--- src/rtl/count_bcd_display_pkg.sv ---
// count_bcd_display_pkg: shared widths, FSM states and seven-segment table
package count_bcd_display_pkg;
    localparam int CNT_WIDTH = 14;
    localparam int BCD_DIGITS = 5;
    localparam logic [6:0] SEG_BLANK = 7'h7F;
    localparam logic [9:0][6:0] SEG_TABLE = {
        7'h10, 7'h00, 7'h78, 7'h02, 7'h12, 7'h19, 7'h30, 7'h24, 7'h79, 7'h40
    };
    typedef enum logic [1:0] {
        S_IDLE  = 2'd0,
        S_SHIFT = 2'd1,
        S_LATCH = 2'd2
    } state_t;
endpackage

--- src/rtl/count_bcd_display_if.sv ---
// count_bcd_display_if: count input, conversion handshake and display outputs
interface count_bcd_display_if
    import count_bcd_display_pkg::*;
#(
    parameter int WIDTH = CNT_WIDTH,
    parameter int DIGITS = BCD_DIGITS
);
    logic [WIDTH-1:0]       count;
    logic                   start;
    logic                   busy;
    logic                   done;
    logic [4*DIGITS-1:0]    bcd;
    logic [DIGITS-1:0][6:0] hex;
    modport master (output count, start, input busy, done, bcd, hex);
    modport slave (input count, start, output busy, done, bcd, hex);
endinterface

--- src/rtl/count_bcd_display_seg7.sv ---
// count_bcd_display_seg7: one BCD digit to active-low {g,f,e,d,c,b,a} segments
module count_bcd_display_seg7
    import count_bcd_display_pkg::*;
(
    input  logic [3:0] digit,
    input  logic       blank,
    output logic [6:0] seg
);
    assign seg = (blank || digit > 4'd9) ? SEG_BLANK : SEG_TABLE[digit];
endmodule

--- src/rtl/count_bcd_display.sv ---
// count_bcd_display: sequential double-dabble binary-to-BCD with latched seven-segment outputs
module count_bcd_display
    import count_bcd_display_pkg::*;
#(
    parameter int WIDTH = CNT_WIDTH,
    parameter int DIGITS = BCD_DIGITS,
    parameter bit AUTO = 1'b1,
    parameter bit BLANK_LEADING = 1'b1
) (
    input logic clk,
    input logic reset,
    count_bcd_display_if.slave bus
);
    localparam int BW = 4 * DIGITS;
    localparam int IW = $clog2(WIDTH);
    state_t                 state;
    logic [WIDTH-1:0]       bin;
    logic [WIDTH-1:0]       last;
    logic [BW-1:0]          accum;
    logic [BW-1:0]          adj;
    logic [BW-1:0]          bcd;
    logic [IW-1:0]          iter;
    logic                   busy;
    logic                   done;
    logic                   trig;
    logic [DIGITS-1:0]      blank;
    logic [DIGITS-1:0][6:0] hex;
    assign trig = bus.start || (AUTO && bus.count != last);
    // add-3 correction applied to every digit of the accumulator in parallel
    always_comb begin
        adj = accum;
        for (int k = 0; k < DIGITS; k++)
            adj[4*k +: 4] = accum[4*k +: 4] >= 4'd5 ? accum[4*k +: 4] + 4'd3 : accum[4*k +: 4];
    end
    // digit k blanks only while it and every higher digit are zero; ones digit always shown
    always_comb begin
        logic run;
        run = 1'b1;
        blank = '0;
        for (int k = DIGITS - 1; k >= 1; k--) begin
            run = run && bcd[4*k +: 4] == 4'd0;
            blank[k] = BLANK_LEADING && run;
        end
    end
    // conversion FSM: capture in IDLE, WIDTH correct-and-shift steps, then latch result
    always_ff @(posedge clk or posedge reset) begin
        if (reset) begin
            state <= S_IDLE;
            bin   <= '0;
            last  <= '0;
            accum <= '0;
            bcd   <= '0;
            iter  <= '0;
            busy  <= 1'b0;
            done  <= 1'b0;
        end else begin
            done <= 1'b0;
            case (state)
                S_IDLE: if (trig) begin
                    bin   <= bus.count;
                    last  <= bus.count;
                    accum <= '0;
                    iter  <= '0;
                    busy  <= 1'b1;
                    state <= S_SHIFT;
                end
                S_SHIFT: begin
                    {accum, bin} <= {adj, bin} << 1;
                    iter  <= iter + 1'b1;
                    state <= iter == IW'(WIDTH - 1) ? S_LATCH : S_SHIFT;
                end
                S_LATCH: begin
                    bcd   <= accum;
                    done  <= 1'b1;
                    busy  <= 1'b0;
                    state <= S_IDLE;
                end
                default: begin
                    busy  <= 1'b0;
                    state <= S_IDLE;
                end
            endcase
        end
    end
    for (genvar g = 0; g < DIGITS; g++) begin : g_seg
        count_bcd_display_seg7 u_seg (
            .digit (bcd[4*g +: 4]),
            .blank (blank[g]),
            .seg   (hex[g])
        );
    end
    assign bus.busy = busy;
    assign bus.done = done;
    assign bus.bcd  = bcd;
    assign bus.hex  = hex;
endmodule

--- src/flat_wrapper.sv ---
// flat-port wrapper written by rule: the top's interface ports become plain ports
module count_bcd_display_flat import count_bcd_display_pkg::*;
#(
    parameter int WIDTH = CNT_WIDTH,
    parameter int DIGITS = BCD_DIGITS,
    parameter bit AUTO = 1'b1,
    parameter bit BLANK_LEADING = 1'b1
)
  (clk, reset, bus_count, bus_start, bus_busy, bus_done, bus_bcd, bus_hex);
  count_bcd_display_if #(.WIDTH(WIDTH), .DIGITS(DIGITS)) bus_i ();
  input logic clk;
  input logic reset;
  input wire logic [$bits(bus_i.count)-1:0] bus_count;
  input wire logic [$bits(bus_i.start)-1:0] bus_start;
  output wire logic [$bits(bus_i.busy)-1:0] bus_busy;
  output wire logic [$bits(bus_i.done)-1:0] bus_done;
  output wire logic [$bits(bus_i.bcd)-1:0] bus_bcd;
  output wire logic [$bits(bus_i.hex)-1:0] bus_hex;
  assign bus_i.count = bus_count;
  assign bus_i.start = bus_start;
  assign bus_busy = bus_i.busy;
  assign bus_done = bus_i.done;
  assign bus_bcd = bus_i.bcd;
  assign bus_hex = bus_i.hex;
  count_bcd_display #(.WIDTH(WIDTH), .DIGITS(DIGITS), .AUTO(AUTO), .BLANK_LEADING(BLANK_LEADING)) u_core (.clk(clk), .reset(reset), .bus(bus_i));
endmodule
--- config.mk ---
export PLATFORM = sky130hd
export DESIGN_NAME = count_bcd_display_flat
export DESIGN_NICKNAME = d
export VERILOG_FILES = /design/src/rtl/count_bcd_display_pkg.sv /design/src/rtl/count_bcd_display_if.sv /design/src/rtl/count_bcd_display_seg7.sv /design/src/rtl/count_bcd_display.sv /design/src/flat_wrapper.sv
export SDC_FILE = /design/constraint.sdc
export NUM_CORES = 1
export LEC_CHECK = 0
export CORE_MARGIN = 2
export CORE_UTILIZATION = 55
export DETAILED_ROUTE_END_ITERATION = 10
export DONT_BUFFER_PORTS = 1
export PLACE_DENSITY_LB_ADDON = 0.15
export SLEW_MARGIN = 15
export SYNTH_ARGS = -nofsm -noshare
export SYNTH_HDL_FRONTEND = slang
export SYNTH_SLANG_ARGS = --single-unit
--- constraint.sdc ---
create_clock -name clk -period 3.15 [get_ports clk]
set_clock_uncertainty 0.2 [all_clocks]
set_input_delay 0.63 -clock clk [delete_from_list [all_inputs] [get_ports clk]]
set_output_delay 0.63 -clock clk [all_outputs]
set_load 0.05 [all_outputs]
After elaboration in Yosys (flattened, before gate mapping)
Memories as Yosys holds them, arrays and structs flattened.
Cells that the tools add are included.
- register bits after elaboration: 76
- latch bits: 0
- memory bits (writable): 0
- bits in read-only memories: 560
- input bits: 17
- logic and storage cells: 84
- memories kept: 5
- add/subtract/negate cells: 6
- multiply operators: 0
- divide/modulo/power cells: 0
- $lt $le $gt $ge: 15
- equality and inequality tests: 5
- shifts and indexed selects: 0
- muxes and demuxes: 27
- bitwise logic cells: 1
- reductions and logical operators: 17
- memories (memory ; depth ; bits a word ; read ports ; clocked after Yosys merged registers in ; write ports ; RTL line ; RTL):
    (name not given) ; 16 ; 7 ; 1 ; 0 ; 0 ; count_bcd_display_seg7.sv:9 ; assign seg = (blank || digit > 4'd9) ? SEG_BLANK : SEG_TABLE[digit];
    (name not given) ; 16 ; 7 ; 1 ; 0 ; 0 ; count_bcd_display_seg7.sv:9 ;
    (name not given) ; 16 ; 7 ; 1 ; 0 ; 0 ; count_bcd_display_seg7.sv:9 ;
    (name not given) ; 16 ; 7 ; 1 ; 0 ; 0 ; count_bcd_display_seg7.sv:9 ;
    (name not given) ; 16 ; 7 ; 1 ; 0 ; 0 ; count_bcd_display_seg7.sv:9 ;
- operator list (operator ; number):
    $mux 7 ; 10
    $pmux 20 s2 ; 1
    $pmux 14 s2 ; 1
    $lt 4x5->1 const B ; 5
    $ge 4x3->1 const B ; 5
    $gt 4x4->1 const B ; 5
    $mux 20 ; 1
    $mux 4 ; 5
    $add 4x2->4 const B ; 4
    $logic_not 4->1 ; 4
    $mux 14 ; 1
    $ne 14x14->1 ; 1
    $pmux 4 s2 ; 1
    $reduce_and 2->1 ; 3
    $logic_or 1x1->1 ; 5
    $add 4x1->4 const B ; 1
    $eq 4x4->1 const B ; 1
    $mux 2 ; 2
    $pmux 2 s2 ; 1
    $add 3x2->3 const B ; 1
    $logic_and 1x1->1 ; 3
    $mux 3 ; 1
    $eq 2x1->1 const B ; 1
    $eq 2x2->1 const B ; 1
    6 further kinds ; 7

Logic depth before layout (Yosys ltp)
- depth after elaboration: 6
- mapped depth: 7

Modules after synthesis
From an unflattened synthesis, not the netlist that was laid out.
- cell total of the unflattened synthesis: 472
- area, all modules: 4764.6 µm²
- modules (own cells, without submodules) (module ; times used ; cells an instance ; area an instance (µm²) ; sequential area each (µm²)):
    count_bcd_display ; 1 ; 327 ; 3713.6 ; 1901.8
    count_bcd_display_seg7 ; 5 ; 29 ; 210.2 ; 0.0

Worst setup path after synthesis
Ideal clock, no wire load.
- path kind: register to output
- start: register u_core.bcd[4], in the netlist u_core.bus.bcd[4]
- end: output port bus_hex[10]
- arrival: 2.381 ns
- slack: -0.061 ns
- cell stages (with the launch flop): 6
- buffers on the path: 0
- path through: dfrtp_1 > inv_1 > ha_1 > nand2_1 > o21ai_0 > o21ai_0
- longest elaborated chain between the ends: 4
- elaborated cells between the ends (all ways): 7
- RTL lines (element ; RTL line ; RTL):
    start, declared ; count_bcd_display.sv:21 ; logic [BW-1:0] bcd;
    start signal, assigned ; count_bcd_display.sv:73 ; bcd <= accum;
    parallel branches: the longest is 3 deep, another holds $mem_v2 16x7 ; n/a ;
    $mux 7 * ; count_bcd_display_seg7.sv:9 ;
    end, declared ; flat_wrapper.sv:18 ; output wire logic [$bits(bus_i.hex)-1:0] bus_hex;
Every way passes the cells marked *. The select of a mux whose other input is x is not followed.

Worst setup path in the final report
- start: register u_core.bcd[16], in the netlist u_core.bus.bcd[16]
- end: output port bus_hex[29]
- longest elaborated chain between the ends: 3
- elaborated cells between the ends (all ways): 6
- RTL lines (element ; RTL line):
    $mem_v2 16x7 (tied with other cells) ; n/a
    $mux 7 (not written as such) or $logic_or 1x1->1 (tied branches) ; count_bcd_display_seg7.sv:9
    $mux 7 * ; count_bcd_display_seg7.sv:9
Every way passes the cells marked *; elsewhere a longest branch is shown, timed or not. The select of a mux whose other input is x is not followed.

==> summary.txt <==
Layout
  – Diodes inserted: 0
  – Layout cells sized above 1: 0.265
  – Final Non-Filler Cells: a little over 600
  – Final instance area: approximately 5300 sq um
  – # fillers: approximately 660
  – P&R area growth vs syn: 15.2%
  – Nets: between 500 and 600

Synth
  – Syn Area/Cell: between 10 and 15 sq um
  – Largest area contributor in the netlist: dfrtp_1
  – Post-synthesis sequential area ratio: 0.413
  – Post-synth ARST share: 1.00
  – Synth Net Count: 506
  – Flops & latches, synth: 76
  – Synth Cell Area: between 4000 and 5000 sq um
  – Synth cell types: between 40 and 50
  – Dominant synthesized flop cell: dfrtp_1
  – Synth top area share: 0.413
  – Most frequent cells after synthesis: 76 x dfrtp_1, 49 x o21ai_0, 45 x mux2_2
  – Top post-synthesis cells by area: dfrtp_1 41%, mux2_2 11%, ha_1 10%
  – Post-Synthesis Cells: 452
  – Synthesis warning total: 0
  – Post-synth EDFFs: 0
  – Most frequent cell after synthesis: dfrtp_1

Global routing
  – Initial antenna violation count: 0
  – First-pass GRT wire length: about 15 mm
  – GRT Util Overall: 0.207
  – Pin count of the biggest net entering global routing: 44
  – Vias in the first global route: 3297
  – Total gr overflow: 0

Die
  – Placeable Area: 8180 sq um
  – Std cell rows: 33
  – Io pins: 74
  – Die Ht: between 90 and 100 um
  – Die area: slightly above 9000 sq um
  – Die width: about 95 um
  – Initial Util: 0.563

Critical path
  – Crit-path slowest cell: a21boi_1
  – CP required: 2.32 ns
  – CP max FO: 6
  – Critical Path Source: u_core.bus.bcd[16]
  – Setup Crit Path Kind: reg -> out
  – Critical path's largest stage delay: between 0.3 and 0.4 ns
  – Worst Setup Start Kind: register
  – Critical path endpoint category: primary output
  – Worst path arrival time: between 2 and 2.5 ns
  – R2r startpoint: u_core.last[7]
  – CP Cell Sequence: buf_4 > ha_1 > nor2_1 > o21ai_0 > a21boi_1 > o21ai_0 > buf_4
  – CP bufs+invs: 2
  – Crit-path leading delay family: compound AO/OA/AOI/OAI gates

Clock tree
  – Setup bufs post-CTS: 0
  – Worst-Skew Late Latency: approximately 0.34 ns
  – Clk sink count: between 70 and 80
  – Clock Root Buffer: clkbuf_8
  – Post-cts sizing count: 0
  – H-tree Lvls: 3
  – Post-CTS Hold Buffers: 0
  – Reg clk slew, reported paths: about 0.080 ns
  – CTS tree: built
  – Clk buf depth: 2
  – CTS Buf Count: 9

Run status
  – Status: completed

STA
  – Fin Setup TNS: 0 ns
  – Slew headroom: 0.404
  – Final period util: 0.916
  – Max-slew violation count: 0
  – Final Setup Violations: 0
  – Measured slew at the worst slew-check pin: 0.894 ns
  – RSZ-0062 raised after global routing: false
  – Final hold violation count: 0
  – Minimum period implied by the final worst setup slack: just under 3 ns
  – Max Fclk: ~350 MHz

Detailed routing
  – Drt wl/cell: between 10 and 15 um
  – Starting DRT DRC Count: approximately 120
  – DR vias: between 3000 and 4000
  – Via density per instance: between 5 and 6
  – DRC: 0
  – Final ANT Viol Nets: 0
  – Total Wirelength: about 8.6 mm
  – DR pass1 iterations: 4

Placed design
  – Port Buffers: 0
  – Final RePlAce weighted congestion: between 0.7 and 0.8
  – HPWL Detailed: between 6 and 7 mm
  – Placed Cells: between 500 and 600
  – Post-DP Area: about 5000 sq um

Hold path
  – Hold WC Path Type: in -> async

Flow run
  – # Max-Cap Violations: 0
==> placed cells by master (no fill, tap or decap), types with 2 or more instances in the layout <==
cell        n
a22o_2      8
clkbuf_8   14
nand2b_1   11
o211ai_1    5
a21oi_1    24
dfrtp_1    76
nor2_1     20
buf_4      58
nor3b_1    10
mux2_2     45
nor2b_1     5
mux2_1      4
ha_1       37
nand2_1    39
mux2i_1     3
inv_1      39
nand3_1     3
nor3_1      3
xor2_1      4
o21ai_0    34
o21ai_1    15
o2bb2ai_1  10
a22o_1      5
o21bai_1    2
xnor2_1    12
a21o_1      3
==> sequential cells by signal, indices dropped and copies added, names as in the netlist <==
signal           count
u_core.accum        20
u_core.bin          14
u_core.bus.bcd      20
u_core.bus.busy      1
u_core.bus.done      1
u_core.iter          4
u_core.last         14
u_core.state         2
==> metrics by stage <==
stage / setup slack, ns / util / hold WS [ns]
floorplan: -0.0612 / - / 0.259
detailed placement: 0.343 / 0.618 / 0.281
CTS: 0.0865 / 0.647 / 0.182
finish: 0.265 / 0.648 / 0.136
global route: 0.0809 / 0.648 / 0.207
global placement: 0.381 / 0.618 / 0.271
==> kinds of logic (layout without fill, tap and decap cells) <==
family                   Yosys count  count (layout)  share of synthesized area
AND/OR/NAND/NOR                   96              96                      0.103
multiplexers                      52              52                      0.126
buffers and inverters             57             114                     0.0566
flip-flops                        76              76                      0.413
adder cells (fa/ha/maj)           37              37                      0.101
AO/OA/AOI/OAI                    118             118                      0.169
XOR/XNOR                          16              16                     0.0305
==> worst paths after layout <==
path / endpoint / slack [ns] / cells after the start
worst max-delay path: bus_hex[29] / 0.26 / 7
worst min-delay path: u_core.bus.bcd[0] / 0.14 / 1
worst max register to register: u_core.bin[13] / 0.57 / 6
worst min register to register: u_core.bin[2] / 0.29 / 1
max in group asynchronous: u_core.bin[1] / 1.79 / 2
min in group clk: u_core.last[5] / 0.24 / 1
==> area by class of cell <==
type,instances,area [sq um],area share
Clock buffer,14,193,0.0364
Clock inverter,2,38.8,0.00732
Inverter,40,150,0.0283
Multi-Input combinational cell,319,2450,0.462
Sequential cell,76,1900,0.359
Tap cell,105,131,0.0248
Timing Repair Buffer,58,435,0.0822
==> layer usage <==
layer | track usage | vias to the layer above | wire length (um)
li1 | - | 1680 | -
met1 | 0.271 | 1569 | 3980
met2 | 0.351 | 62 | 4120
met3 | 0.0522 | 6 | 410
met4 | 0.0429 | 0 | 77
met5 | 0 | - | 0
Power is not shown: default switching activity piles up to over one toggle a cycle in this logic, so the estimate is an artifact.
